$ cat src/rtl/reg_file_wr_arb_if.sv
// Write-request bundle between the register-file requesters and the write-port arbiter.
// The master side drives requests, the slave side (arbiter) drives the registered write path.
interface reg_file_wr_arb_if #(
    parameter int NUM_REQ = 2,
    parameter int ADDR_W  = 1,
    parameter int DATA_W  = 16
);
    logic [NUM_REQ-1:0]        req_in;
    logic [NUM_REQ-1:0]        lock_in;
    logic [NUM_REQ*ADDR_W-1:0] addr_in;
    logic [NUM_REQ*DATA_W-1:0] data_in;
    logic [NUM_REQ-1:0]        gnt_out;
    logic                      wr_en_out;
    logic [ADDR_W-1:0]         wr_addr_out;
    logic [DATA_W-1:0]         wr_data_out;
    logic                      busy_out;

    modport master (
        output req_in, lock_in, addr_in, data_in,
        input  gnt_out, wr_en_out, wr_addr_out, wr_data_out, busy_out
    );

    modport slave (
        input  req_in, lock_in, addr_in, data_in,
        output gnt_out, wr_en_out, wr_addr_out, wr_data_out, busy_out
    );
endinterface

$ cat src/rtl/reg_file_wr_arb.sv
// Round-robin write-port arbiter with bounded burst lock for a small register file.
// Define REG_FILE_ARB_FIXED_PRIO_EN to replace round-robin with lowest-index-first priority.
module reg_file_wr_arb #(
    parameter int NUM_REQ  = 2,
    parameter int ADDR_W   = 1,
    parameter int DATA_W   = 16,
    parameter int MAX_HOLD = 4
) (
    input  logic             clock,
    input  logic             reset,
    reg_file_wr_arb_if.slave bus
);
    localparam int PTR_W = (NUM_REQ > 1) ? $clog2(NUM_REQ) : 1;
    localparam int CNT_W = $clog2(MAX_HOLD + 1);
    localparam logic [CNT_W:0]   HOLD_LIM = (CNT_W + 1)'(MAX_HOLD);
    localparam logic [PTR_W-1:0] LAST_IDX = PTR_W'(NUM_REQ - 1);

    typedef enum logic {ARB, HOLD} state_t;

    state_t            state, state_nxt;
    logic [PTR_W-1:0]  owner, owner_nxt, win;
    logic [CNT_W-1:0]  cnt, cnt_nxt;
    logic [CNT_W:0]    cnt_inc;
    logic [NUM_REQ-1:0] gnt, gnt_nxt;
    logic              wr_en, wr_en_nxt;
    logic [ADDR_W-1:0] wr_addr, wr_addr_nxt;
    logic [DATA_W-1:0] wr_data, wr_data_nxt;
    logic [ADDR_W-1:0] addr_arr [NUM_REQ];
    logic [DATA_W-1:0] data_arr [NUM_REQ];

    for (genvar g = 0; g < NUM_REQ; g++) begin : g_unpack
        assign addr_arr[g] = bus.addr_in[g*ADDR_W +: ADDR_W];
        assign data_arr[g] = bus.data_in[g*DATA_W +: DATA_W];
    end

    function automatic logic [NUM_REQ-1:0] onehot(input logic [PTR_W-1:0] idx);
        logic [NUM_REQ-1:0] v;
        v      = '0;
        v[idx] = 1'b1;
        return v;
    endfunction

    function automatic logic [PTR_W-1:0] lowest_set(input logic [NUM_REQ-1:0] v);
        logic [PTR_W-1:0] pick;
        pick = '0;
        for (int i = NUM_REQ - 1; i >= 0; i--) begin
            if (v[i[PTR_W-1:0]]) pick = i[PTR_W-1:0];
        end
        return pick;
    endfunction

`ifndef REG_FILE_ARB_FIXED_PRIO_EN
    logic [PTR_W-1:0] ptr, ptr_nxt;

    // Rotate requests so bit k is requester (start+k) mod NUM_REQ, then take the first set bit.
    function automatic logic [PTR_W-1:0] rr_pick(input logic [NUM_REQ-1:0] req,
                                                 input logic [PTR_W-1:0]   start);
        logic [2*NUM_REQ-1:0] dbl;
        logic [NUM_REQ-1:0]   rot;
        logic [PTR_W:0]       sum;
        dbl = {req, req} >> start;
        rot = dbl[NUM_REQ-1:0];
        sum = {1'b0, start} + {1'b0, lowest_set(rot)};
        if (sum >= (PTR_W + 1)'(NUM_REQ)) sum = sum - (PTR_W + 1)'(NUM_REQ);
        return sum[PTR_W-1:0];
    endfunction

    function automatic logic [PTR_W-1:0] wrap_inc(input logic [PTR_W-1:0] idx);
        return (idx == LAST_IDX) ? '0 : idx + PTR_W'(1);
    endfunction

    assign win = rr_pick(bus.req_in, ptr);
`else
    assign win = lowest_set(bus.req_in);
`endif

    always_comb begin
        state_nxt   = state;
        owner_nxt   = owner;
        cnt_nxt     = cnt;
        cnt_inc     = {1'b0, cnt} + (CNT_W + 1)'(1);
        gnt_nxt     = '0;
        wr_en_nxt   = 1'b0;
        wr_addr_nxt = wr_addr;
        wr_data_nxt = wr_data;
`ifndef REG_FILE_ARB_FIXED_PRIO_EN
        ptr_nxt     = ptr;
`endif
        case (state)
            ARB: begin
                if (|bus.req_in) begin
                    gnt_nxt     = onehot(win);
                    wr_en_nxt   = 1'b1;
                    wr_addr_nxt = addr_arr[win];
                    wr_data_nxt = data_arr[win];
                    cnt_nxt     = CNT_W'(1);
`ifndef REG_FILE_ARB_FIXED_PRIO_EN
                    ptr_nxt     = wrap_inc(win);
`endif
                    if (bus.lock_in[win] && MAX_HOLD > 1) begin
                        state_nxt = HOLD;
                        owner_nxt = win;
                    end
                end
            end
            HOLD: begin
                // Other requesters wait; a dropped owner request costs one idle cycle.
                if (bus.req_in[owner]) begin
                    gnt_nxt     = onehot(owner);
                    wr_en_nxt   = 1'b1;
                    wr_addr_nxt = addr_arr[owner];
                    wr_data_nxt = data_arr[owner];
                    cnt_nxt     = cnt_inc[CNT_W-1:0];
                    if (!bus.lock_in[owner] || cnt_inc == HOLD_LIM) state_nxt = ARB;
                end else begin
                    state_nxt = ARB;
                end
            end
        endcase
    end

    always_ff @(posedge clock or posedge reset) begin
        if (reset) begin
            state   <= ARB;
            owner   <= '0;
            cnt     <= '0;
            gnt     <= '0;
            wr_en   <= 1'b0;
            wr_addr <= '0;
            wr_data <= '0;
`ifndef REG_FILE_ARB_FIXED_PRIO_EN
            ptr     <= '0;
`endif
        end else begin
            state   <= state_nxt;
            owner   <= owner_nxt;
            cnt     <= cnt_nxt;
            gnt     <= gnt_nxt;
            wr_en   <= wr_en_nxt;
            wr_addr <= wr_addr_nxt;
            wr_data <= wr_data_nxt;
`ifndef REG_FILE_ARB_FIXED_PRIO_EN
            ptr     <= ptr_nxt;
`endif
        end
    end

    assign bus.gnt_out     = gnt;
    assign bus.wr_en_out   = wr_en;
    assign bus.wr_addr_out = wr_addr;
    assign bus.wr_data_out = wr_data;
    assign bus.busy_out    = (state == HOLD);
endmodule
$ cat src/flat_wrapper.sv
// flat-port wrapper written by rule: the top's interface ports become plain ports
module reg_file_wr_arb_flat 
#(
    parameter int NUM_REQ  = 2,
    parameter int ADDR_W   = 1,
    parameter int DATA_W   = 16,
    parameter int MAX_HOLD = 4
)
  (clock, reset, bus_req_in, bus_lock_in, bus_addr_in, bus_data_in, bus_gnt_out, bus_wr_en_out, bus_wr_addr_out, bus_wr_data_out, bus_busy_out);
  reg_file_wr_arb_if #(.NUM_REQ(NUM_REQ), .ADDR_W(ADDR_W), .DATA_W(DATA_W)) bus_i ();
  input  logic clock;
  input  logic reset;
  input wire logic [$bits(bus_i.req_in)-1:0] bus_req_in;
  input wire logic [$bits(bus_i.lock_in)-1:0] bus_lock_in;
  input wire logic [$bits(bus_i.addr_in)-1:0] bus_addr_in;
  input wire logic [$bits(bus_i.data_in)-1:0] bus_data_in;
  output wire logic [$bits(bus_i.gnt_out)-1:0] bus_gnt_out;
  output wire logic [$bits(bus_i.wr_en_out)-1:0] bus_wr_en_out;
  output wire logic [$bits(bus_i.wr_addr_out)-1:0] bus_wr_addr_out;
  output wire logic [$bits(bus_i.wr_data_out)-1:0] bus_wr_data_out;
  output wire logic [$bits(bus_i.busy_out)-1:0] bus_busy_out;
  assign bus_i.req_in = bus_req_in;
  assign bus_i.lock_in = bus_lock_in;
  assign bus_i.addr_in = bus_addr_in;
  assign bus_i.data_in = bus_data_in;
  assign bus_gnt_out = bus_i.gnt_out;
  assign bus_wr_en_out = bus_i.wr_en_out;
  assign bus_wr_addr_out = bus_i.wr_addr_out;
  assign bus_wr_data_out = bus_i.wr_data_out;
  assign bus_busy_out = bus_i.busy_out;
  reg_file_wr_arb #(.NUM_REQ(NUM_REQ), .ADDR_W(ADDR_W), .DATA_W(DATA_W), .MAX_HOLD(MAX_HOLD)) u_core (.clock(clock), .reset(reset), .bus(bus_i));
endmodule
$ cat config.mk
export PLATFORM = sky130hd
export DESIGN_NAME = reg_file_wr_arb_flat
export DESIGN_NICKNAME = d
export VERILOG_FILES = /design/src/rtl/reg_file_wr_arb_if.sv /design/src/rtl/reg_file_wr_arb.sv /design/src/flat_wrapper.sv
export SDC_FILE = /design/constraint.sdc
export NUM_CORES = 1
export LEC_CHECK = 0
export ABC_AREA = 0
export CORE_AREA = 2 2 74 104
export CTS_BUF_LIST = sky130_fd_sc_hd__clkbuf_16
export DETAILED_ROUTE_END_ITERATION = 8
export DIE_AREA = 0 0 76 106
export GPL_TIMING_DRIVEN = 0
export MAX_ROUTING_LAYER = met4
export PLACE_DENSITY_LB_ADDON = 0.25
export SLEW_MARGIN = 40
export SYNTH_ARGS = -nofsm -noshare
export SYNTH_HDL_FRONTEND = slang
export SYNTH_SLANG_ARGS = --single-unit
$ cat constraint.sdc
create_clock -name clock -period 2.7 [get_ports clock]
set_input_delay 0.405 -clock clock [delete_from_list [all_inputs] [get_ports clock]]
set_output_delay 0.405 -clock clock [all_outputs]
set_load 0.005 [all_outputs]
==> results of run 1 <==
-- metrics by stage --
| step | hold WS [ps] | total power [µW] | utilization (%) | instance area [µm²] |
|---|---|---|---|---|
| finish | 495 | 2380 | 35.4 | 2540 |
| global route | 526 | 2560 | 35.4 | 2540 |
| global placement | 483 | 2050 | 34.3 | 2460 |
| detailed placement | 487 | 2060 | 34.3 | 2460 |
| CTS | 503 | 2420 | 35.4 | 2540 |
| floorplan | 445 | 1470 | - | 1740 |
-- sequential cells by signal, indices dropped and copies added (netlist names) --
name	cells
u_core.bus.busy_out	1
u_core.owner	1
u_core.bus.wr_en_out	1
u_core.cnt	3
u_core.ptr	1
u_core.bus.wr_data_out	16
u_core.bus.gnt_out	2
u_core.bus.wr_addr_out	1
-- cells by family (layout without fill, tap and decap cells) --
logic type      after synthesis  in the layout  share of synthesized area, %
compound gates               55             55                          25.7
flops                        26             26                          37.4
buf+inv                      18             82                          5.10
simple gates                 80             80                          28.0
xor+xnor                      1              1                         0.503
fa+ha+maj                     2              2                          1.44
mux                           3              3                          1.87
-- synth_stat cells --
master / instances / area (µm²)
sky130_fd_sc_hd__nor3_1: 1 / 5.00
sky130_fd_sc_hd__o2bb2ai_1: 2 / 17.5
sky130_fd_sc_hd__o22ai_1: 2 / 12.5
sky130_fd_sc_hd__a22o_1: 1 / 8.76
sky130_fd_sc_hd__xor2_1: 1 / 8.76
sky130_fd_sc_hd__nand2b_1: 4 / 25.0
sky130_fd_sc_hd__clkbuf_1: 5 / 18.8
sky130_fd_sc_hd__o21ai_0: 6 / 30.0
sky130_fd_sc_hd__o22a_1: 2 / 17.5
sky130_fd_sc_hd__buf_1: 1 / 3.75
sky130_fd_sc_hd__mux2i_1: 1 / 10.0
sky130_fd_sc_hd__ha_1: 2 / 25.0
sky130_fd_sc_hd__buf_2: 5 / 25.0
sky130_fd_sc_hd__nor3b_1: 32 / 240
sky130_fd_sc_hd__nor2_1: 15 / 56.3
sky130_fd_sc_hd__inv_1: 2 / 7.51
sky130_fd_sc_hd__and2b_4: 1 / 10.0
sky130_fd_sc_hd__dfrtp_1: 26 / 651
sky130_fd_sc_hd__o211a_1: 1 / 10.0
sky130_fd_sc_hd__a311oi_1: 1 / 8.76
sky130_fd_sc_hd__nand3_1: 1 / 5.00
sky130_fd_sc_hd__a21oi_2: 1 / 8.76
sky130_fd_sc_hd__nor2_2: 2 / 12.5
sky130_fd_sc_hd__a211oi_4: 1 / 20.0
sky130_fd_sc_hd__nor2b_1: 2 / 12.5
sky130_fd_sc_hd__o32a_1: 15 / 150
sky130_fd_sc_hd__inv_2: 1 / 3.75
sky130_fd_sc_hd__a211oi_1: 15 / 113
sky130_fd_sc_hd__nand2_1: 7 / 26.3
sky130_fd_sc_hd__buf_4: 4 / 30.0
sky130_fd_sc_hd__a21oi_4: 1 / 16.3
sky130_fd_sc_hd__and2_1: 15 / 93.8
sky130_fd_sc_hd__mux2_2: 2 / 22.5
sky130_fd_sc_hd__a21oi_1: 7 / 35.0
-- worst max-delay path: stages --
cell                              delay, ps
sky130_fd_sc_hd__clkdlybuf4s50_1        490
sky130_fd_sc_hd__buf_4                  180
sky130_fd_sc_hd__mux2i_1                180
sky130_fd_sc_hd__a21oi_2                480
sky130_fd_sc_hd__buf_2                  340
sky130_fd_sc_hd__o32a_1                 190
-- worst paths after layout --
check                                      startpoint  slack (ps)                    endpoint  cells after the start
setup reg to reg                         u_core.owner         980   u_core.bus.wr_data_out[6]                      5
setup / recovery                        bus_req_in[1]         620   u_core.bus.wr_data_out[0]                      6
hold / removal             u_core.bus.wr_data_out[11]         500  u_core.bus.wr_data_out[11]                      1
min in group asynchronous                       reset         530               u_core.cnt[2]                      2
max in group asynchronous                       reset        1780      u_core.bus.wr_addr_out                      2
hold reg to reg            u_core.bus.wr_data_out[11]         500  u_core.bus.wr_data_out[11]                      1
-- where the power goes --
| group | total [µW] | switching [µW] | leakage [µW] | internal, µW |
|---|---|---|---|---|
| sequential | 718 | 141 | 0.000312 | 577 |
| combinational | 1320 | 586 | 0.000583 | 732 |
| clock | 349 | 149 | 0.0000385 | 199 |
| total | 2380 | 877 | 0.000934 | 1510 |
-- metal layers --
layer	vias to the layer above	share of wire [%]	wire length, µm	track usage [%]
li1	821	-	-	-
met1	805	44	2440	17.1
met2	39	52	2870	25.5
met3	4	3.2	179	1.19
met4	0	1.2	65	4.68
met5	-	0	0	-
-- final cells by class --
| class | count | area (µm²) | area share, % |
|---|---|---|---|
| multi-input cells | 141 | 1000 | 39.4 |
| flip-flops and latches | 26 | 651 | 25.6 |
| repair buffers | 60 | 601 | 23.6 |
| well taps | 97 | 121 | 4.78 |
| plain buffers | 15 | 77.6 | 3.05 |
| clock buffers | 3 | 75.1 | 2.95 |
| inverters | 3 | 11.3 | 0.443 |
| clock inverters | 1 | 3.75 | 0.148 |
==> results.txt, run 1 <==
- Result of the run: completed
- Compared with the post-synthesis result, the final layout area differs by 46.0%.
- Fraction of layout instances using a drive strength above 1: between 8 and 9%
- Slew Limit Fails: 0
- The die is roughly 110 µm tall.
- Fin Clk Skew: around 1.8 ps
* Largest net degree at the start of global routing: 27
- The congestion estimate from routability-driven global placement came to between 0.7 and 0.8.
- Once the floorplan was initialized, standard cells occupied 24.3% of the core.
* First-pass GRT wire length: ~8900 µm
- After filler insertion, the fill cell instance count of the layout stands at between 700 and 800.
* Total inserted antenna cells: 0
- Critical-path maximum fanout: 10
- Dividing the detail-routed via count by the number of cells gives 4.82.
- Setup Viol. Count Final: 0
* CTS tree: yes
* Max IR drop VDD: just over 0.3 mV
* Via count of the first global-routing pass: 1745
- Sequential fraction of the synthesis area: around 37%
- Area of the die: around 8100 µm²
- Worst setup margin: 625 ps
- Max-Slew Margin vs Limit: 59.8%
- Starting DRT DRC Count: between 90 and 100
- Summed over all layers, the routed wires come to roughly 5600 µm.
* TritonRoute pass-1 iters: 4
* Number of placed instances, taps included: roughly 340
- Hold-fix buffer count after cts: 0
* Layout net count: a little under 300
* CTS clk-pin slew, worst paths: 70 ps
- Leakage power: approximately 0.00093 µW
* Share of the cycle needed by the critical path after routing: between 70 and 80%
- Timing would allow up to 0.482 GHz.
* DP Worst Slack: about 310 ps
- The count of buffers added on input and output ports is 60.
* Count of standard-cell rows: 37
- In this run the power density over the cells is between 900 and 1000 nW/µm².
- Total number of clock tree sinks: 26
- For the pin with the worst max-slew slack, the measured transition is 602 ps.
- The worst setup path is captured at a register.
* Total global-route track usage: ~14%
- In this run the mean area of a mapped cell was about 9.4 µm².
- CP startpoint kind: input pin
- The library cell used most frequently in the layout, excluding fill and tap cells, is sky130_fd_sc_hd__clkdlybuf4s50_1.
- For this run, the number of Yosys warnings is 0.
- Number of gates resized after CTS: 0
- Clock tree buffer depth: 2
- Worst hold path class: reg -> reg
- Yosys mapped the design onto 34 distinct sky130hd cell types.
- Clock buffers created by TritonCTS: 3
- In the layout the commonest cells are sky130_fd_sc_hd__clkdlybuf4s50_1, sky130_fd_sc_hd__nor3b_1, sky130_fd_sc_hd__dfrtp_1.
* Signal arrival time at the worst endpoint: 2280 ps
- Setup repair after global routing left no endpoint under its margin.
- Worst path required time: between 2000 and 3000 ps
- Number of hold violations in the final report: 0
- Max-cap violations in this run came to 0.
* Remaining Overflow, GRT: 0
* Worst-Skew Late Latency: approximately 260 ps
- Number of antenna violations at the first check in global routing: 0
* Die width: 76 µm
- In the final timing run, aggregate negative setup slack is 0 ps.
- The detail route stage leaves a number of antenna-violating nets equal to 0.
- Final HPWL from detailed placement: between 3000 and 4000 µm
- In this run the number of H-tree levels came out at 1.
- The synthesized netlist occupies a cell area of around 1700 µm².
- DRC violations left: 0
* Via Count: 1669
- Post-synthesis instance total: approximately 190
- # Post-CTS Setup Buffers: 0
- Count of pins on the block boundary: between 60 and 70
- Root buffer selected by CTS: sky130_fd_sc_hd__clkbuf_16
- Type of the worst setup path: in -> reg
- Total of flip-flops plus latches after synthesis: 26
* Area inside the core boundary: 7180 µm²
- Net Count, Synth: ~230
* Post-DR wirelength/cell: 16.1 µm
- The finished layout holds 346 standard cells, fillers aside.
* Minimum clock period: around 2100 ps
Note: power is estimated with default switching activity, not from simulation.
==> inputs of run 2 (changes only) <==
- clock period: 2.7 -> 1.85 ns (I/O delays scaled with it)
==> run 2 against run 1 <==
First-iteration DRC count down 2.1%; worst hold slack worse by 95 ps; critical endpoint unchanged; clock skew up 1.3 ps.
==> results.txt, run 2 (same netlist as run 1, synthesis figures left out) <==
- Remaining number of nets flagged by the antenna check after routing: 0 (unchanged)
- Slew @ Worst Pin: 605 ps (+2.56 ps)
- Max capacitance violation total: 0 (unchanged)
- The final design utilization was 36.8% (+1.4 points).
- Longest individual stage delay on the worst path: 490 ps (about the same)
- Count of buffer and inverter cells on the critical path: 3 (unchanged)
* Crit path top cell by count: sky130_fd_sc_hd__buf_4
* Post-route insts no fill: 354 (+2.3%)
- CTS tree: yes
- Max reg flops: 16 (unchanged)
- Starting density of the core: 24.3% (unchanged)
* Slowest stage cell on the critical path: sky130_fd_sc_hd__clkdlybuf4s50_1
* Signal arrival time at the worst endpoint: 1880 ps (-400 ps)
- The overall track demand over capacity in global routing came to 14.4% (+0.13 points).
- Share of the cycle needed by the critical path after routing: 93.5%
* Count of standard-cell rows: 37 (unchanged)
- Static timing analysis puts the maximum clock frequency at ~0.58 GHz.
- Setup repair after global routing left no endpoint under its margin.
- Largest net degree at the start of global routing: 27 (unchanged)
- DR WL met2: 2940 µm (+2.5%)
- Type of the worst setup path: in -> reg
* Total inserted antenna cells: 0 (unchanged)
* Clock tree buffer depth: 2 (unchanged)
* Number of vias per cell: 4.81 (-0.27%)
- Clock buffers created by TritonCTS: 3 (unchanged)
- Area inside the core boundary: 7180 µm² (unchanged)
* DRC violations left: 0 (unchanged)
- Via count of the first global-routing pass: 1759 (+0.80%)
- First-pass GRT wire length: 9010 µm (+1.0%)
- The detail-routed net length per standard cell is 15.9 µm (-0.91%).
- Commonest cells after routing, fill and taps aside: sky130_fd_sc_hd__clkdlybuf4s50_1, sky130_fd_sc_hd__nor3b_1, sky130_fd_sc_hd__dfrtp_1
- The worst setup path is launched from an input pin.
- Layout net count: 300 (+2.7%)
- The detailed-placement wirelength estimate is 3980 µm (unchanged).
- Total number of clock tree sinks: 26 (unchanged)
* Area growth syn-to-layout: 51.9%
* Worst hold path class: in -> async
- The final count of hold timing violations came to 0 (unchanged).
* Fraction of layout instances using a drive strength above 1: 13.2% (+4.4 points)
* Area of the die: 8060 µm² (unchanged)
- Max-Slew Margin vs Limit: 59.6% (-0.17 points)
- Setup Total Neg Slack: 0 ps (unchanged)
- The pre-CTS setup slack is -410 ps (-722 ps).
- The total congestion overflow after global routing came to 0 (unchanged).
- Leakage power: 0.00100 µW (+7.1%)
- Die width: 76 µm (unchanged)
* Worst setup margin: 121 ps (-504 ps)
- Kind of end point of the critical path: register
- The height of the chip was 106 µm (unchanged).
- Highest routed layer: met4
* Slew Limit Fails: 0 (unchanged)
- Crit path max-delay family: buffers and inverters
- Met3 WL post-DR: 155 µm (-13%)
- Setup Viol. Count Final: 0 (unchanged)
- The via total after detailed routing is 1703 (+2.0%).
- Traced cell by cell, the critical path runs through clkdlybuf4s50_1, buf_4, and2b_4, a211oi_4, buf_4, and2_1, o32a_1.
- The number of violations reported at the end of detailed-routing iteration 0 is 95 (-2.1%).
- The final routed wirelength across all metal layers was 5640 µm (+1.4%).
- The total iterations of the first detailed-routing run is 4 (unchanged).
* Number of antenna violations at the first check in global routing: 0 (unchanged)
- The count of pins on the block boundary came to 61 (unchanged).
- Number of placed instances, taps included: 342 (unchanged)
* Worst-Skew Late Latency: 270 ps (about the same)
- Critical-path maximum fanout: 10 (unchanged)
- Port bufs: 60 (unchanged)
- Root buffer selected by CTS: sky130_fd_sc_hd__clkbuf_16
- Global placement routability congestion: 0.764 (unchanged)
- CTS clk-pin slew, worst paths: 70 ps (about the same)
* Deepest level of the CTS H-tree: 1 (unchanged)
- The worst vdd rail ir drop is 0.463 mV (+49%).
* Result of the run: completed
- Minimum clock period: ~1700 ps
- Routed metal-1 wirelength: 2470 µm (+1.2%)
- The power density over the cells was 1380 nW/µm² (+47%).
* Commonest non-fill, non-tap cell in the layout: sky130_fd_sc_hd__clkdlybuf4s50_1
- The final clock skew is 3.14 ps (+1.32 ps).
- Worst path required time: 2000 ps (-910 ps)
## run 2: cell count changes in the layout (fill, tap and decap cells not counted), sizes merged
| cell | before | now |
|---|---|---|
| clkdlybuf4s50 | 60 | 59 |
| dlymetal6s2s | 0 | 1 |
| buf | 10 | 16 |
| clkbuf | 8 | 10 |
## run 2: timing repair
item / 4_1_cts / 5_1_grt
setup buffers: 3 / 6
hold buffers: 0 / 0
setup endpoints to repair: 10 / 10
resized for setup: 3 / 6
pin swaps: 2 / 2
## run 2: where the power goes
group          leakage [µW]  switching, µW  internal, µW
Sequential         0.000312            218           842
Clock             0.0000385            221           291
Combinational      0.000650            893          1190
## run 2: layout make-up
class / instances / area, µm²
buffer: 14 / 81.3
clock buffer: 3 / 75.1
clock inverter: 1 / 3.75
fill: 737 / 4530
inverter: 3 / 11.3
multi-input combinational: 141 / 1020
sequential: 26 / 651
tap: 97 / 121
timing repair buffer: 69 / 683
## run 2: path summary, 6_finish.rpt
path / to / startpoint / slack, ps / cells after the start
max in group asynchronous: u_core.bus.wr_data_out[9] / reset / 1060 / 2
worst max register to register: u_core.bus.wr_data_out[5] / u_core.bus.busy_out / 220 / 4
worst min register to register: u_core.bus.wr_data_out[11] / u_core.bus.wr_data_out[11] / 500 / 1
worst min-delay path: u_core.cnt[2] / reset / 400 / 2
min in group clock: u_core.bus.wr_data_out[11] / u_core.bus.wr_data_out[11] / 500 / 1
worst max-delay path: u_core.bus.wr_data_out[0] / bus_req_in[1] / 120 / 7
## run 2: metrics by stage
stage / power (µW) / hold WS, ps / instance area [µm²]
global placement: 2990 / 483 / 2460
detailed placement: 3000 / 487 / 2460
global route: 3920 / 449 / 2640
finish: 3660 / 400 / 2640
floorplan: 2140 / 318 / 1740
CTS: 3590 / 427 / 2580
## run 2: per-layer routing
layer	track usage, %	vias up
li1	-	840
met1	17.2	823
met2	25.8	36
met3	1.19	4
met4	4.68	0
met5	-	-
==> inputs of run 3 (changes only) <==
- CTS_CLUSTER_DIAMETER: unset -> 80
- GPL_TIMING_DRIVEN: 0 -> unset
==> run 3 against run 2 <==
Combinational power shrank 2%; global-route usage rose by 0.17 points; clock power fell by 5.9%; worst hold slack got worse by 15 ps; critical path depth fell by 6; setup slack gained 1.7 ps; count of clock-buffer cells in the layout unchanged; final cell count up 0.56%; fmax about the same; critical endpoint is now bus_busy_out; largest cell class unchanged; largest power group unchanged.
==> results.txt, run 3 (same netlist as run 1, synthesis figures left out) <==
- The arrival time reported for the critical path endpoint is 1450 ps (-430 ps).
* Max reg flops: 16 (unchanged)
- Number of placed instances, taps included: 353 (+3.2%)
- The global-route wire length before repair was 9180 µm (+1.8%).
- Core utilization of the finished layout: 37.2% (+0.37 points)
- The tightest min-delay check is of the in -> async type.
* Setup slack, reg-to-reg: 370 ps (+150 ps)
- The fraction of layout instances using a drive strength above 1 came to 15.1% (+1.8 points).
* Commonest non-fill, non-tap cell in the layout: sky130_fd_sc_hd__clkdlybuf4s50_1
- Starting density of the core: 24.3% (unchanged)
- The clock-pin slew of the registers on the worst-case setup and hold paths was 60 ps (about the same).
- The number of standard-cell rows in the floorplan was 37 (unchanged).
- The leakage power figure was 0.00102 µW (+1.8%).
- Traced cell by cell, the critical path runs through clkdlybuf4s50_1.
- The tree is rooted in a sky130_fd_sc_hd__clkbuf_16.
- Type of the worst setup path: reg -> out
- Slew Limit Fails: 0 (unchanged)
- The number of gates given a new drive strength after cts was 0 (-3).
- Global placement routability congestion: 0.753 (-1.4%)
* Sequential fraction of design power: 30.2% (+1.2 points)
- The switching power share of the total came to 35.2% (-1.2 points).
* Via count of the first global-routing pass: 1803 (+2.5%)
- The area enclosed by the die boundary is 8060 µm² (unchanged).
- Fill cell instance count of the final layout: 720 (-2.3%)
- The total congestion overflow after global routing is 0 (unchanged).
* Final HPWL from detailed placement: 4140 µm (+4.1%)
- Clock buffers created by TritonCTS: 3 (unchanged)
- Number of antenna violations at the first check in global routing: 0 (unchanged)
- TritonRoute pass-1 iters: 4 (unchanged)
- Worst setup margin: 122 ps (+1.70 ps)
- The final non-filler cell total was 356 (+0.56%).
- The relative contribution of combinational cells to total power was 56.4% (-0.6 points).
* Clock tree buffer depth: 2 (unchanged)
- Max capacitance violation total: 0 (unchanged)
- The register area was 651 µm² (unchanged).
- The largest individual stage delay along the critical path comes from the cell sky130_fd_sc_hd__dfrtp_1.
* CP startpoint kind: register
- Area growth syn-to-layout: 53.4%
- The power density over the cells was 1350 nW/µm² (-2.3%).
- The final routed wirelength across all metal layers came to 5470 µm (-2.9%).
* Levels on crit path: 1 (-6)
- CTS tree: yes
- # Post-CTS Setup Buffers: 0 (-3)
- The overall track demand over capacity in global routing was 14.6% (+0.17 points).
- The number of diodes came to 0 (unchanged).
- Layout net count: 303 (+1.0%)
* DRC violations left: 0 (unchanged)
- Via Count: 1700 (-0.18%)
* Die width: 76 µm (unchanged)
- Crit path max-delay family: flip-flops
* Commonest cells after routing, fill and taps aside: sky130_fd_sc_hd__clkdlybuf4s50_1, sky130_fd_sc_hd__nor3b_1, sky130_fd_sc_hd__dfrtp_1, sky130_fd_sc_hd__buf_4
* Post-DR wirelength/cell: 15.4 µm (-3.5%)
* Floorplan die height: 106 µm (unchanged)
- Largest net degree at the start of global routing: 27 (unchanged)
- The number of violations reported at the end of detailed-routing iteration 0 is 128 (+35%).
* Kind of end point of the critical path: output port
* Result of the run: completed
- The count of clock tree sinks is 26 (unchanged).
* Worst path required time: 1570 ps (-430 ps)
- The final count of hold timing violations is 0 (unchanged).
- Maximum operating frequency: 0.579 GHz (about the same)
* Port bufs: 60 (unchanged)
* Setup repair after global routing missed its margin: false
- Count of buffer and inverter cells on the critical path: 1 (-2)
* R2R cell count: 4 (unchanged)
* DP Worst Slack: -196 ps (+214 ps)
- The number of H-tree levels is 1 (unchanged).
* Area inside the core boundary: 7180 µm² (unchanged)
* Slew @ Worst Pin: 425 ps (-180 ps)
- The startpoint identified for the worst register-to-register timing path is u_core.owner.
- Max-Slew Margin vs Limit: 71.7% (+12 points)
- The remaining number of nets flagged by the antenna check after routing was 0 (unchanged).
- The delay of the slowest cell on the worst path was 600 ps (+110 ps).
- Minimum clock period: 1730 ps (-1.70 ps)
- The final worst-path cycle share came to 93.4% (about the same).
- The critical-path maximum fanout is 10 (unchanged).
- The worst vdd rail ir drop is 0.483 mV (+4.4%).
- The final number of setup-violating endpoints is 0 (unchanged).
- The later-pin clock latency in the skew report came to 260 ps (about the same).
- Cell Int Power: 2340 µW (+0.61%)
- Net switching component of the power: 1270 µW (-4.7%)
- Count of pins on the block boundary: 61 (unchanged)
- The final clock skew is 2.83 ps (-0.309 ps).
* Total area of multi-input combinational cells: 1000 µm² (-1.4%)
* Clock power share: 13.4% (-0.6 points)
- The cts-stage hold buffer count came to 0 (unchanged).
- Number of vias per cell: 4.78 (-0.74%)
- Terminus of the critical flop-to-flop path: u_core.bus.wr_data_out[5]
## run 3: changes by cell type in the layout (fill, tap and decap cells not counted), moves of 2 or more
cell	change
sky130_fd_sc_hd__buf_4	+13
sky130_fd_sc_hd__buf_2	-3
sky130_fd_sc_hd__clkbuf_1	-3
sky130_fd_sc_hd__clkbuf_2	-2
sky130_fd_sc_hd__clkbuf_4	-2
## run 3: cell type report
class                      count  area share, %
clock buffer                   3           2.81
inverter                       3          0.422
multi-input combinational    141           37.6
sequential                    26           24.4
tap                           97           4.55
timing repair buffer          86           30.3
## run 3: worst max-delay path by stage
stage                              startpoint                   endpoint  slack, ps
after CTS                       bus_req_in[1]  u_core.bus.wr_data_out[2]         80
after global routing      u_core.bus.busy_out               bus_busy_out         20
after floorplan                 bus_req_in[1]  u_core.bus.wr_data_out[5]        410
after global placement          bus_req_in[1]  u_core.bus.wr_data_out[1]       -160
after detailed placement        bus_req_in[1]  u_core.bus.wr_data_out[2]       -200
final                     u_core.bus.busy_out               bus_busy_out        120
## run 3: power groups by stage
stage               clock, µW  combinational (µW)  sequential (µW)
floorplan                   0                1090             1050
global placement            0                2020             1100
detailed placement          0                2050             1110
CTS                       500                2060             1100
global route              520                2240             1130
finish                    482                2040             1090
## run 3: routing by layer
layer / global-route usage (%) / part of all wire (%) / up-vias
li1: - / - / 840
met1: 17.3 / 42 / 809
met2: 25.4 / 53 / 42
met3: 1.70 / 2.7 / 9
met4: 5.58 / 2.6 / 0
met5: - / 0 / -
## run 3: metrics by stage
step / hold slack [ps] / power, µW / instance area (µm²) / TNS (ps)
6_report: 385 / 3610 / 2670 / 0
5_1_grt: 421 / 3900 / 2670 / 0
4_1_cts: 402 / 3650 / 2670 / 0
3_5_place_dp: 487 / 3160 / 2590 / -2810
3_3_place_gp: 485 / 3120 / 2590 / -2370
2_1_floorplan: 318 / 2140 / 1740 / 0
